<file path="src/rtl/bus_ack_ctrl_if.sv">
// ---------------------------------------------------------------------------
// bus_ack_ctrl_if
// Bundles the 68000-side bus-cycle signals seen by the cycle-termination stage.
//   as, uds, lds         address / data strobes, active low
//   fc[2:0]              function code (3'b111 = interrupt acknowledge)
//   ram_select1/2        RAM bank selects from the decoder, active low
//   rom_select           ROM select from the decoder, active low
//   single_step          high = hold every cycle until a step press
//   step_btn             raw front-panel step pushbutton, active high
//   dtack, berr, vpa     cycle terminations back to the CPU, active low
// Modports:
//   slave  - the termination controller (consumes strobes, drives acks)
//   master - the CPU/decoder side (drives strobes, observes acks)
// ---------------------------------------------------------------------------
interface bus_ack_ctrl_if;
    logic       as;
    logic       uds;
    logic       lds;
    logic [2:0] fc;
    logic       ram_select1;
    logic       ram_select2;
    logic       rom_select;
    logic       single_step;
    logic       step_btn;
    logic       dtack;
    logic       berr;
    logic       vpa;

    modport slave (
        input  as, uds, lds, fc,
        input  ram_select1, ram_select2, rom_select,
        input  single_step, step_btn,
        output dtack, berr, vpa
    );

    modport master (
        output as, uds, lds, fc,
        output ram_select1, ram_select2, rom_select,
        output single_step, step_btn,
        input  dtack, berr, vpa
    );
endinterface

</file>
<file path="src/rtl/bus_ack_ctrl.sv">
// ---------------------------------------------------------------------------
// bus_ack_ctrl
// 68000 bus-cycle termination stage sitting behind the address decoder.
// Adds per-device wait states before DTACK, a watchdog that raises BERR on
// unmapped or hung cycles, autovectored IACK via VPA, and a single-step hold
// for front-panel debugging.
// Ports:
//   cpu_clk  in  CPU clock, all state on the rising edge
//   reset    in  asynchronous active-high reset
//   bus      slave modport of bus_ack_ctrl_if (strobes in, dtack/berr/vpa out)
// All outputs are registered and idle high.
// ---------------------------------------------------------------------------
module bus_ack_ctrl #(
    parameter int ROM_WAIT     = 2,
    parameter int RAM_WAIT     = 0,
    parameter int BERR_TIMEOUT = 64,
    parameter int CNT_W        = 8
) (
    input  logic           cpu_clk,
    input  logic           reset,
    bus_ack_ctrl_if.slave  bus
);

    typedef enum logic [2:0] {
        ST_IDLE,
        ST_WAIT,
        ST_STEP_HOLD,
        ST_ACK,
        ST_BERR,
        ST_IACK
    } state_t;

    state_t             state_q;
    logic [CNT_W-1:0]   wait_q;
    logic [CNT_W-1:0]   wd_q;
    logic [CNT_W-1:0]   wd_d;
    logic               mapped_q;   // cycle has a device that will eventually DTACK
    logic               armed_q;    // an IDLE edge with as high has been seen
    logic               dtack_q;
    logic               berr_q;
    logic               vpa_q;

    logic               step_sync1_q;
    logic               step_sync2_q;
    logic               step_prev_q;
    logic               step_pulse;
    logic               cycle_start;

    // Step button synchronizer and rising-edge detector.
    always_ff @(posedge cpu_clk or posedge reset) begin
        if (reset) begin
            step_sync1_q <= 1'b0;
            step_sync2_q <= 1'b0;
            step_prev_q  <= 1'b0;
        end else begin
            step_sync1_q <= bus.step_btn;
            step_sync2_q <= step_sync1_q;
            step_prev_q  <= step_sync2_q;
        end
    end

    assign step_pulse  = step_sync2_q & ~step_prev_q;

    // IACK cycles may run with both data strobes high, so fc alone also starts.
    assign cycle_start = ~bus.as & (~bus.uds | ~bus.lds | (bus.fc == 3'b111));

    // Watchdog saturates at all-ones so a very long hold can never wrap it.
    assign wd_d = (wd_q == {CNT_W{1'b1}}) ? wd_q : wd_q + 1'b1;

    always_ff @(posedge cpu_clk or posedge reset) begin
        if (reset) begin
            state_q  <= ST_IDLE;
            wait_q   <= '0;
            wd_q     <= '0;
            mapped_q <= 1'b0;
            armed_q  <= 1'b1;
            dtack_q  <= 1'b1;
            berr_q   <= 1'b1;
            vpa_q    <= 1'b1;
        end else begin
            case (state_q)
                ST_IDLE: begin
                    dtack_q <= 1'b1;
                    berr_q  <= 1'b1;
                    vpa_q   <= 1'b1;
                    if (bus.as) begin
                        armed_q <= 1'b1;
                    end else if (armed_q && cycle_start) begin
                        wd_q <= '0;
                        if (bus.fc == 3'b111) begin
                            state_q <= ST_IACK;
                        end else if (!bus.rom_select) begin
                            wait_q   <= CNT_W'(ROM_WAIT);
                            mapped_q <= 1'b1;
                            state_q  <= ST_WAIT;
                        end else if (!bus.ram_select1 || !bus.ram_select2) begin
                            wait_q   <= CNT_W'(RAM_WAIT);
                            mapped_q <= 1'b1;
                            state_q  <= ST_WAIT;
                        end else begin
                            // Unmapped: nothing will answer, only the watchdog ends it.
                            wait_q   <= '0;
                            mapped_q <= 1'b0;
                            state_q  <= ST_WAIT;
                        end
                    end
                end

                ST_WAIT: begin
                    if (bus.as) begin
                        armed_q <= 1'b0;
                        state_q <= ST_IDLE;
                    end else if (mapped_q && (wait_q == '0)) begin
                        // Checked before the watchdog so a same-cycle expiry acks.
                        if (bus.single_step) begin
                            state_q <= ST_STEP_HOLD;
                        end else begin
                            dtack_q <= 1'b0;
                            state_q <= ST_ACK;
                        end
                    end else begin
                        if (wait_q != '0) begin
                            wait_q <= wait_q - 1'b1;
                        end
                        wd_q <= wd_d;
                        if (wd_d >= CNT_W'(BERR_TIMEOUT)) begin
                            berr_q  <= 1'b0;
                            state_q <= ST_BERR;
                        end
                    end
                end

                ST_STEP_HOLD: begin
                    if (bus.as) begin
                        armed_q <= 1'b0;
                        state_q <= ST_IDLE;
                    end else if (step_pulse || !bus.single_step) begin
                        dtack_q <= 1'b0;
                        state_q <= ST_ACK;
                    end
                end

                ST_ACK: begin
                    if (bus.as) begin
                        dtack_q <= 1'b1;
                        armed_q <= 1'b0;
                        state_q <= ST_IDLE;
                    end
                end

                ST_BERR: begin
                    if (bus.as) begin
                        berr_q  <= 1'b1;
                        armed_q <= 1'b0;
                        state_q <= ST_IDLE;
                    end
                end

                ST_IACK: begin
                    if (bus.as) begin
                        vpa_q   <= 1'b1;
                        armed_q <= 1'b0;
                        state_q <= ST_IDLE;
                    end else begin
                        vpa_q <= 1'b0;
                    end
                end

                default: begin
                    dtack_q <= 1'b1;
                    berr_q  <= 1'b1;
                    vpa_q   <= 1'b1;
                    state_q <= ST_IDLE;
                end
            endcase
        end
    end

    assign bus.dtack = dtack_q;
    assign bus.berr  = berr_q;
    assign bus.vpa   = vpa_q;

endmodule

</file>
<file path="src/flat_wrapper.sv">
// flat-port wrapper written by rule: the top's interface ports become plain ports
module bus_ack_ctrl_flat 
#(
    parameter int ROM_WAIT     = 2,
    parameter int RAM_WAIT     = 0,
    parameter int BERR_TIMEOUT = 64,
    parameter int CNT_W        = 8
)
  (cpu_clk, reset, bus_as, bus_uds, bus_lds, bus_fc, bus_ram_select1, bus_ram_select2, bus_rom_select, bus_single_step, bus_step_btn, bus_dtack, bus_berr, bus_vpa);
  bus_ack_ctrl_if bus_i ();
  input  logic cpu_clk;
  input  logic reset;
  input wire logic [$bits(bus_i.as)-1:0] bus_as;
  input wire logic [$bits(bus_i.uds)-1:0] bus_uds;
  input wire logic [$bits(bus_i.lds)-1:0] bus_lds;
  input wire logic [$bits(bus_i.fc)-1:0] bus_fc;
  input wire logic [$bits(bus_i.ram_select1)-1:0] bus_ram_select1;
  input wire logic [$bits(bus_i.ram_select2)-1:0] bus_ram_select2;
  input wire logic [$bits(bus_i.rom_select)-1:0] bus_rom_select;
  input wire logic [$bits(bus_i.single_step)-1:0] bus_single_step;
  input wire logic [$bits(bus_i.step_btn)-1:0] bus_step_btn;
  output wire logic [$bits(bus_i.dtack)-1:0] bus_dtack;
  output wire logic [$bits(bus_i.berr)-1:0] bus_berr;
  output wire logic [$bits(bus_i.vpa)-1:0] bus_vpa;
  assign bus_i.as = bus_as;
  assign bus_i.uds = bus_uds;
  assign bus_i.lds = bus_lds;
  assign bus_i.fc = bus_fc;
  assign bus_i.ram_select1 = bus_ram_select1;
  assign bus_i.ram_select2 = bus_ram_select2;
  assign bus_i.rom_select = bus_rom_select;
  assign bus_i.single_step = bus_single_step;
  assign bus_i.step_btn = bus_step_btn;
  assign bus_dtack = bus_i.dtack;
  assign bus_berr = bus_i.berr;
  assign bus_vpa = bus_i.vpa;
  bus_ack_ctrl #(.ROM_WAIT(ROM_WAIT), .RAM_WAIT(RAM_WAIT), .BERR_TIMEOUT(BERR_TIMEOUT), .CNT_W(CNT_W)) u_core (.cpu_clk(cpu_clk), .reset(reset), .bus(bus_i));
endmodule
</file>
<file path="config.mk">
export PLATFORM = sky130hd
export DESIGN_NAME = bus_ack_ctrl_flat
export DESIGN_NICKNAME = d
export VERILOG_FILES = /design/src/rtl/bus_ack_ctrl_if.sv /design/src/rtl/bus_ack_ctrl.sv /design/src/flat_wrapper.sv
export SDC_FILE = /design/constraint.sdc
export NUM_CORES = 1
export LEC_CHECK = 0
export ABC_CLOCK_PERIOD_IN_PS = 4900
export CAP_MARGIN = 15
export CORE_MARGIN = 2
export CORE_UTILIZATION = 25
export DETAILED_ROUTE_END_ITERATION = 7
export PLACE_DENSITY = 0.5
export SLEW_MARGIN = 25
export SYNTH_ARGS = -nofsm -noshare
export SYNTH_HDL_FRONTEND = slang
export SYNTH_SLANG_ARGS = --single-unit
</file>
<file path="constraint.sdc">
create_clock -name cpu_clk -period 4.9 [get_ports cpu_clk]
set_input_delay 1.47 -clock cpu_clk [delete_from_list [all_inputs] [get_ports cpu_clk]]
set_output_delay 1.47 -clock cpu_clk [all_outputs]
set_load 0.005 [all_outputs]
</file>
==> flow_metrics.py, run 1 <==
metrics = {
    "placed_design": {
        "dp_hpwl_mm": 2.514,
        "gp_congestion": 0.7664,
        "post-place-ws_ns": 0.9857,
        "portBuffers": 15,
    },
    "sta": {
        "skew_ns": 0.007649,
        "grt_setup_unrepaired": "no",
        "tns_ns": 0,
        "fin_crit_ns": 3.643,
        "slew_violations": 0,
        "finalHoldViolCount": 0,
        "setup_ws_ns": 1.257,
        "period_share_pct": 74.34,
        "setup_viol": 0,
        "max-slew-margin-rel_pct": 45.65,
        "fmax_ghz": 0.2745,
        "fin_hold_ws_ns": 0.3555,
        "worst_slew_pin_slew_ns": 0.8143,
    },
    "global_route": {
        "grt_start_max_net_pins": 22,
        "grt-ovfl-total": 0,
        "track_usage_pct": 10.45,
        "grt_pass1_vias": 1294,
        "grt_pass1_wl_mm": 6.051,
        "antenna_found_initial": 0,
    },
    "synthesis": {
        "synth-edff-count": 0,
        "yosysUniqueCellTypes": 41,
        "ys_seq_area_share_pct": 43.14,
        "synthesis.area_um2": 1578,
        "async_flop_share_pct": 100.0,
        "ys_seq_elements": 27,
        "synth_nets": 192,
        "ys_warn_count": 0,
        "syn_avg_cell_area_um2": 8.965,
        "ys.flop_type": "dfrtp_1",
        "netlist_instances": 176,
    },
    "cts": {
        "holdBufCountCts": 0,
        "max-clock-path-buffers": 2,
        "clk_pin_slew_ns": 0.10,
        "cts_setup_buffers": 0,
        "numCtsBuffers": 3,
        "cts_tree": "yes",
        "cts_resized": 0,
        "htree_num_levels": 1,
        "clock_latency_ns": 0.28,
        "clkSinkCount": 27,
        "clockRootBuffer": "clkbuf_8",
    },
    "worst_setup_path": {
        "path_max_fanout": 15,
        "crit_type": "input pin to register",
        "cp_slowest_stage_delay_ns": 0.65,
        "crit_slowest_cell": "clkdlybuf4s50_1",
        "cp.arrival_ns": 3.82,
        "crit_chain": "clkdlybuf4s50_1, nor4b_1, o21a_1, a221o_1, mux2_4",
        "worstPathRequired_ns": 5.07,
        "cp-end-kind": "register",
        "start_kind": "input pin",
        "cpLargestDelayFamily": "compound AO/OA/AOI/OAI gates",
        "crit_buf_inv": 1,
    },
    "floorplanning": {
        "core_um2": 6026,
        "fp-row-count": 28,
        "dieArea_um2": 6962,
        "die_h_um": 83.44,
        "io-pin-count": 16,
        "initial_core_util_pct": 26.18,
        "die_w_um": 83.44,
    },
    "drt": {
        "drt_iter0_drc": 98,
        "drt_wl_total_mm": 3.399,
        "vias": 1336,
        "ant_nets": 0,
        "drc": 0,
        "wire_per_inst_um": 12.88,
        "first_pass_iters": 5,
        "post_drt_via_cell_ratio": 5.061,
    },
    "power": {
        "switching_share_pct": 40.98,
        "powerDensity_nw_per_um2": 483.1,
        "p_seq_share_pct": 42.3,
        "leakagePower_uw": 0.0007580,
        "clockPowerShare_pct": 14.6,
        "ir_drop_uv": 218.5,
        "internal_power_uw": 525.2,
        "p_comb_share_pct": 43.1,
        "power.switching_uw": 364.6,
        "finalPower_uw": 889.8,
    },
    "finish": {
        "top_regs": "u_core.wait_q: 8 flops, u_core.wd_q: 8 flops, u_core.state_q: 3 flops",
        "nets": 206,
        "area_growth_pct": 16.73,
        "antennaDiodeCount": 0,
        "drive_gt1_share_pct": 8.466,
        "final_util_pct": 30.56,
        "multi_input_area_um2": 837.1,
        "nFillCells": 649,
        "ff_latch_area_um2": 680.7,
    },
    "worst_hold_path": {
        "hold_path_class": "register to register",
    },
    "job": {
        "drv_cap": 0,
    },
    "outcome": {
        "status": "complete, no violations",
    },
}
## per-stage QoR
step / std cells / area (um^2)
after floorplan: 176 / 1578
after global placement: 260 / 1795
after detailed placement: 260 / 1795
after CTS: 264 / 1842
after global routing: 264 / 1842
final: 264 / 1842
## power groups by stage
stage / registers (uW) / clock network (uW) / logic [uW]
2_1_floorplan: 343 / 0 / 331
3_3_place_gp: 379 / 0 / 390
3_5_place_dp: 378 / 0 / 386
4_1_cts: 374 / 136 / 387
5_1_grt: 392 / 145 / 440
6_report: 377 / 130 / 384
## placed cells by master, fill, tap and decap left out, types with 2 or more instances in the layout
cell             instances
and2_1                   5
clkdlybuf4s50_1         15
nand2_1                 12
clkbuf_8                 3
nor3_1                   6
nor2_1                  21
a211oi_1                 3
and3_1                   3
or4b_4                   2
a21oi_1                 15
a31oi_1                  2
nand3_1                  6
nor2b_1                  2
o21ai_0                 16
dfrtp_1                 23
a311oi_1                 2
o21a_1                   4
or3_1                    2
nand2b_1                 4
nand4_1                  4
inv_1                    7
ha_1                     3
o31ai_1                  2
a41oi_1                  2
mux2i_1                  4
dfstp_2                  4
## layout make-up
cell class / count / area share, %
Clock buffer: 3 / 2.242
Clock inverter: 1 / 0.2717
Inverter: 7 / 1.427
Multi-Input combinational cell: 135 / 45.45
Sequential cell: 27 / 36.96
Tap cell: 75 / 5.095
Timing Repair Buffer: 16 / 8.560
## path summary, 6_finish.rpt
path / end / depth (start not counted) / from / slack (ns)
worst min register to register: u_core.step_sync2_q / 0 / u_core.step_sync1_q / 0.36
min in group asynchronous: u_core.wd_q[5] / 2 / reset / 1.64
max in group asynchronous: u_core.bus.dtack / 3 / reset / 2.56
worst max-delay path: u_core.state_q[0] / 5 / bus_as / 1.26
worst max register to register: u_core.state_q[0] / 6 / u_core.wait_q[1] / 2.55
worst min-delay path: u_core.step_sync2_q / 0 / u_core.step_sync1_q / 0.36
## cell families after synthesis
| kind of cell | count (synthesis) | synth area share (%) |
|---|---|---|
| adders and majority gates | 3 | 2.379 |
| DFF | 27 | 43.14 |
| buffers and inverters | 14 | 3.807 |
| xor gates and xnor gates | 1 | 0.5552 |
| muxes | 6 | 4.203 |
| and+or+nand+nor | 71 | 23.32 |
| AOI/OAI and AO/OA | 54 | 22.60 |
## cell usage after synthesis (3+ instances only)
master | count | area [um^2]
dfrtp_1 | 23 | 575.6
nor2_1 | 21 | 78.83
o21ai_0 | 16 | 80.08
a21oi_1 | 15 | 75.07
nand2_1 | 12 | 45.04
inv_1 | 7 | 26.28
clkbuf_1 | 6 | 22.52
nand3_1 | 6 | 30.03
nor3_1 | 6 | 30.03
and2_1 | 5 | 31.28
dfstp_2 | 4 | 105.1
mux2i_1 | 4 | 40.04
nand2b_1 | 4 | 25.02
nand4_1 | 4 | 25.02
o21a_1 | 4 | 30.03
a211oi_1 | 3 | 22.52
and3_1 | 3 | 18.77
ha_1 | 3 | 37.54
## layer usage
| layer | vias to the layer above | track usage, % | share of wire, % |
|---|---|---|---|
| met5 | - | 0 | 0 |
| met4 | 0 | 2.639 | 1.1 |
| met3 | 4 | 2.187 | 2.8 |
| met2 | 18 | 16.64 | 44 |
| met1 | 640 | 14.44 | 53 |
| li1 | 674 | - | - |
Note: power is estimated with default switching activity, not from simulation.
==> inputs of run 2 (changes only) <==
- ABC_CLOCK_PERIOD_IN_PS: 4900 -> 3140
- PLACE_DENSITY: 0.5 -> 0.51
- clock period: 4.9 -> 3.14 ns (I/O delays scaled with it)
==> run 2 against run 1 <==
Against the previous run: die area unchanged; power up 57%; routed wire length up 0.68%; cell count up 1.5%; worst setup slack worse by 0.65 ns; core utilization up 0.48 points; highest routed layer unchanged.
==> flow_metrics.py, run 2 (synthesis results as in run 1) <==
metrics = {
    "outcome": {
        "status": "complete, no violations",
    },
    "drt": {
        "drt_iter0_drc": 53,
        "ant_nets": 0,
        "first_pass_iters": 4,
        "post_drt_via_cell_ratio": 4.955,
        "wire_per_inst_um": 12.77,
        "drt_wl_total_mm": 3.422,
        "drc": 0,
        "vias": 1328,
    },
    "global_route": {
        "grt_start_max_net_pins": 28,
        "grt_pass1_wl_mm": 5.851,
        "grt-ovfl-total": 0,
        "grt_pass1_vias": 1292,
        "antenna_found_initial": 0,
        "track_usage_pct": 10.06,
    },
    "placed_design": {
        "dp_hpwl_mm": 2.570,
        "portBuffers": 15,
        "gp_congestion": 0.8001,
        "post-place-ws_ns": 0.2876,
    },
    "floorplanning": {
        "die_h_um": 83.44,
        "dieArea_um2": 6962,
        "die_w_um": 83.44,
        "initial_core_util_pct": 26.18,
        "fp-row-count": 28,
        "core_um2": 6026,
        "io-pin-count": 16,
    },
    "worst_setup_path": {
        "cp.arrival_ns": 2.73,
        "start_kind": "input pin",
        "path_max_fanout": 7,
        "worstPathRequired_ns": 3.33,
        "crit_buf_inv": 1,
        "crit_chain": "clkdlybuf4s50_1, or4_1, a311oi_4, o21ai_2, nor2_2, mux2i_1",
        "cp-end-kind": "register",
        "cpLargestDelayFamily": "simple AND/OR/NAND/NOR gates",
        "cp_slowest_stage_delay_ns": 0.47,
        "crit_slowest_cell": "or4_1",
        "crit_type": "input pin to register",
    },
    "sta": {
        "slew_violations": 0,
        "period_share_pct": 80.79,
        "tns_ns": 0,
        "fmax_ghz": 0.3942,
        "setup_ws_ns": 0.6031,
        "setup_viol": 0,
        "grt_setup_unrepaired": "no",
        "worst_slew_pin_slew_ns": 0.6800,
        "skew_ns": 0.003170,
        "max-slew-margin-rel_pct": 54.32,
        "fin_crit_ns": 2.537,
        "finalHoldViolCount": 0,
    },
    "finish": {
        "nFillCells": 675,
        "layout_commonest_cell": "dfrtp_1",
        "antennaDiodeCount": 0,
        "drive_gt1_share_pct": 9.845,
        "nets": 210,
        "mostFrequentLayoutCells": "dfrtp_1, nor2_1, o21ai_0",
        "top_regs": "u_core.wait_q: 8 flops, u_core.wd_q: 8 flops, u_core.state_q: 3 flops",
        "area_growth_pct": 18.56,
    },
    "cts": {
        "clockRootBuffer": "clkbuf_8",
        "clkSinkCount": 27,
        "htree_num_levels": 1,
        "numCtsBuffers": 3,
        "clock_latency_ns": 0.27,
        "cts_setup_buffers": 0,
        "max-clock-path-buffers": 2,
        "cts_tree": "yes",
        "clk_pin_slew_ns": 0.09,
        "cts_resized": 0,
        "holdBufCountCts": 0,
    },
    "power": {
        "ir_drop_uv": 288.2,
        "powerDensity_nw_per_um2": 748.1,
        "internal_power_uw": 836.0,
        "power.switching_uw": 563.4,
        "leakagePower_uw": 0.0007759,
        "p_comb_share_pct": 44.4,
        "clockPowerShare_pct": 13.8,
        "switching_share_pct": 40.26,
        "p_seq_share_pct": 41.8,
    },
    "worst_hold_path": {
        "hold_path_class": "register to register",
    },
    "job": {
        "drv_cap": 0,
    },
}
-- run 2: path summary, 6_finish.rpt --
path                       slack, ns           startpoint  cells after the start                  end
hold / removal                  0.36  u_core.step_sync1_q                      0  u_core.step_sync2_q
setup / recovery                0.60               bus_as                      6     u_core.wait_q[1]
setup reg to reg                0.89       u_core.wd_q[0]                      6    u_core.state_q[0]
max in group asynchronous       1.80                reset                      3     u_core.bus.dtack
min in group asynchronous       1.04                reset                      3     u_core.wait_q[2]
hold reg to reg                 0.36  u_core.step_sync1_q                      0  u_core.step_sync2_q
-- run 2: metrics by stage --
step	utilization [%]	cells	total power [uW]	instance area (um^2)	hold WS, ns
final	31.04	268	1399	1871	0.3588
after global routing	31.04	268	1534	1871	0.3749
after CTS	31.04	268	1419	1871	0.3647
after detailed placement	30.29	264	1216	1826	0.3426
after global placement	30.29	264	1214	1826	0.3425
after floorplan	-	176	1051	1578	0.3312
-- run 2: routing by layer --
layer  track usage, %  up-vias  share of wire (%)
li1                 -      677                  -
met1            14.12      630                 51
met2            15.91       19                 45
met3            2.187        2                3.0
met4            2.199        0               0.82
met5                0        -                  0
-- run 2: power groups by stage --
stage | registers (uW) | clock network [uW] | logic [uW]
detailed placement | 589 | 0 | 627
global placement | 590 | 0 | 624
finish | 584 | 193 | 622
floorplan | 535 | 0 | 516
global route | 600 | 217 | 716
CTS | 583 | 208 | 628
-- run 2: final cells by class --
class	instances	area [um^2]	area share (%)
clock buffers	4	45.04	2.408
inverters	7	26.28	1.405
multi-input cells	135	837.1	44.75
flip-flops and latches	27	680.7	36.39
well taps	75	93.84	5.017
repair buffers	20	187.7	10.03
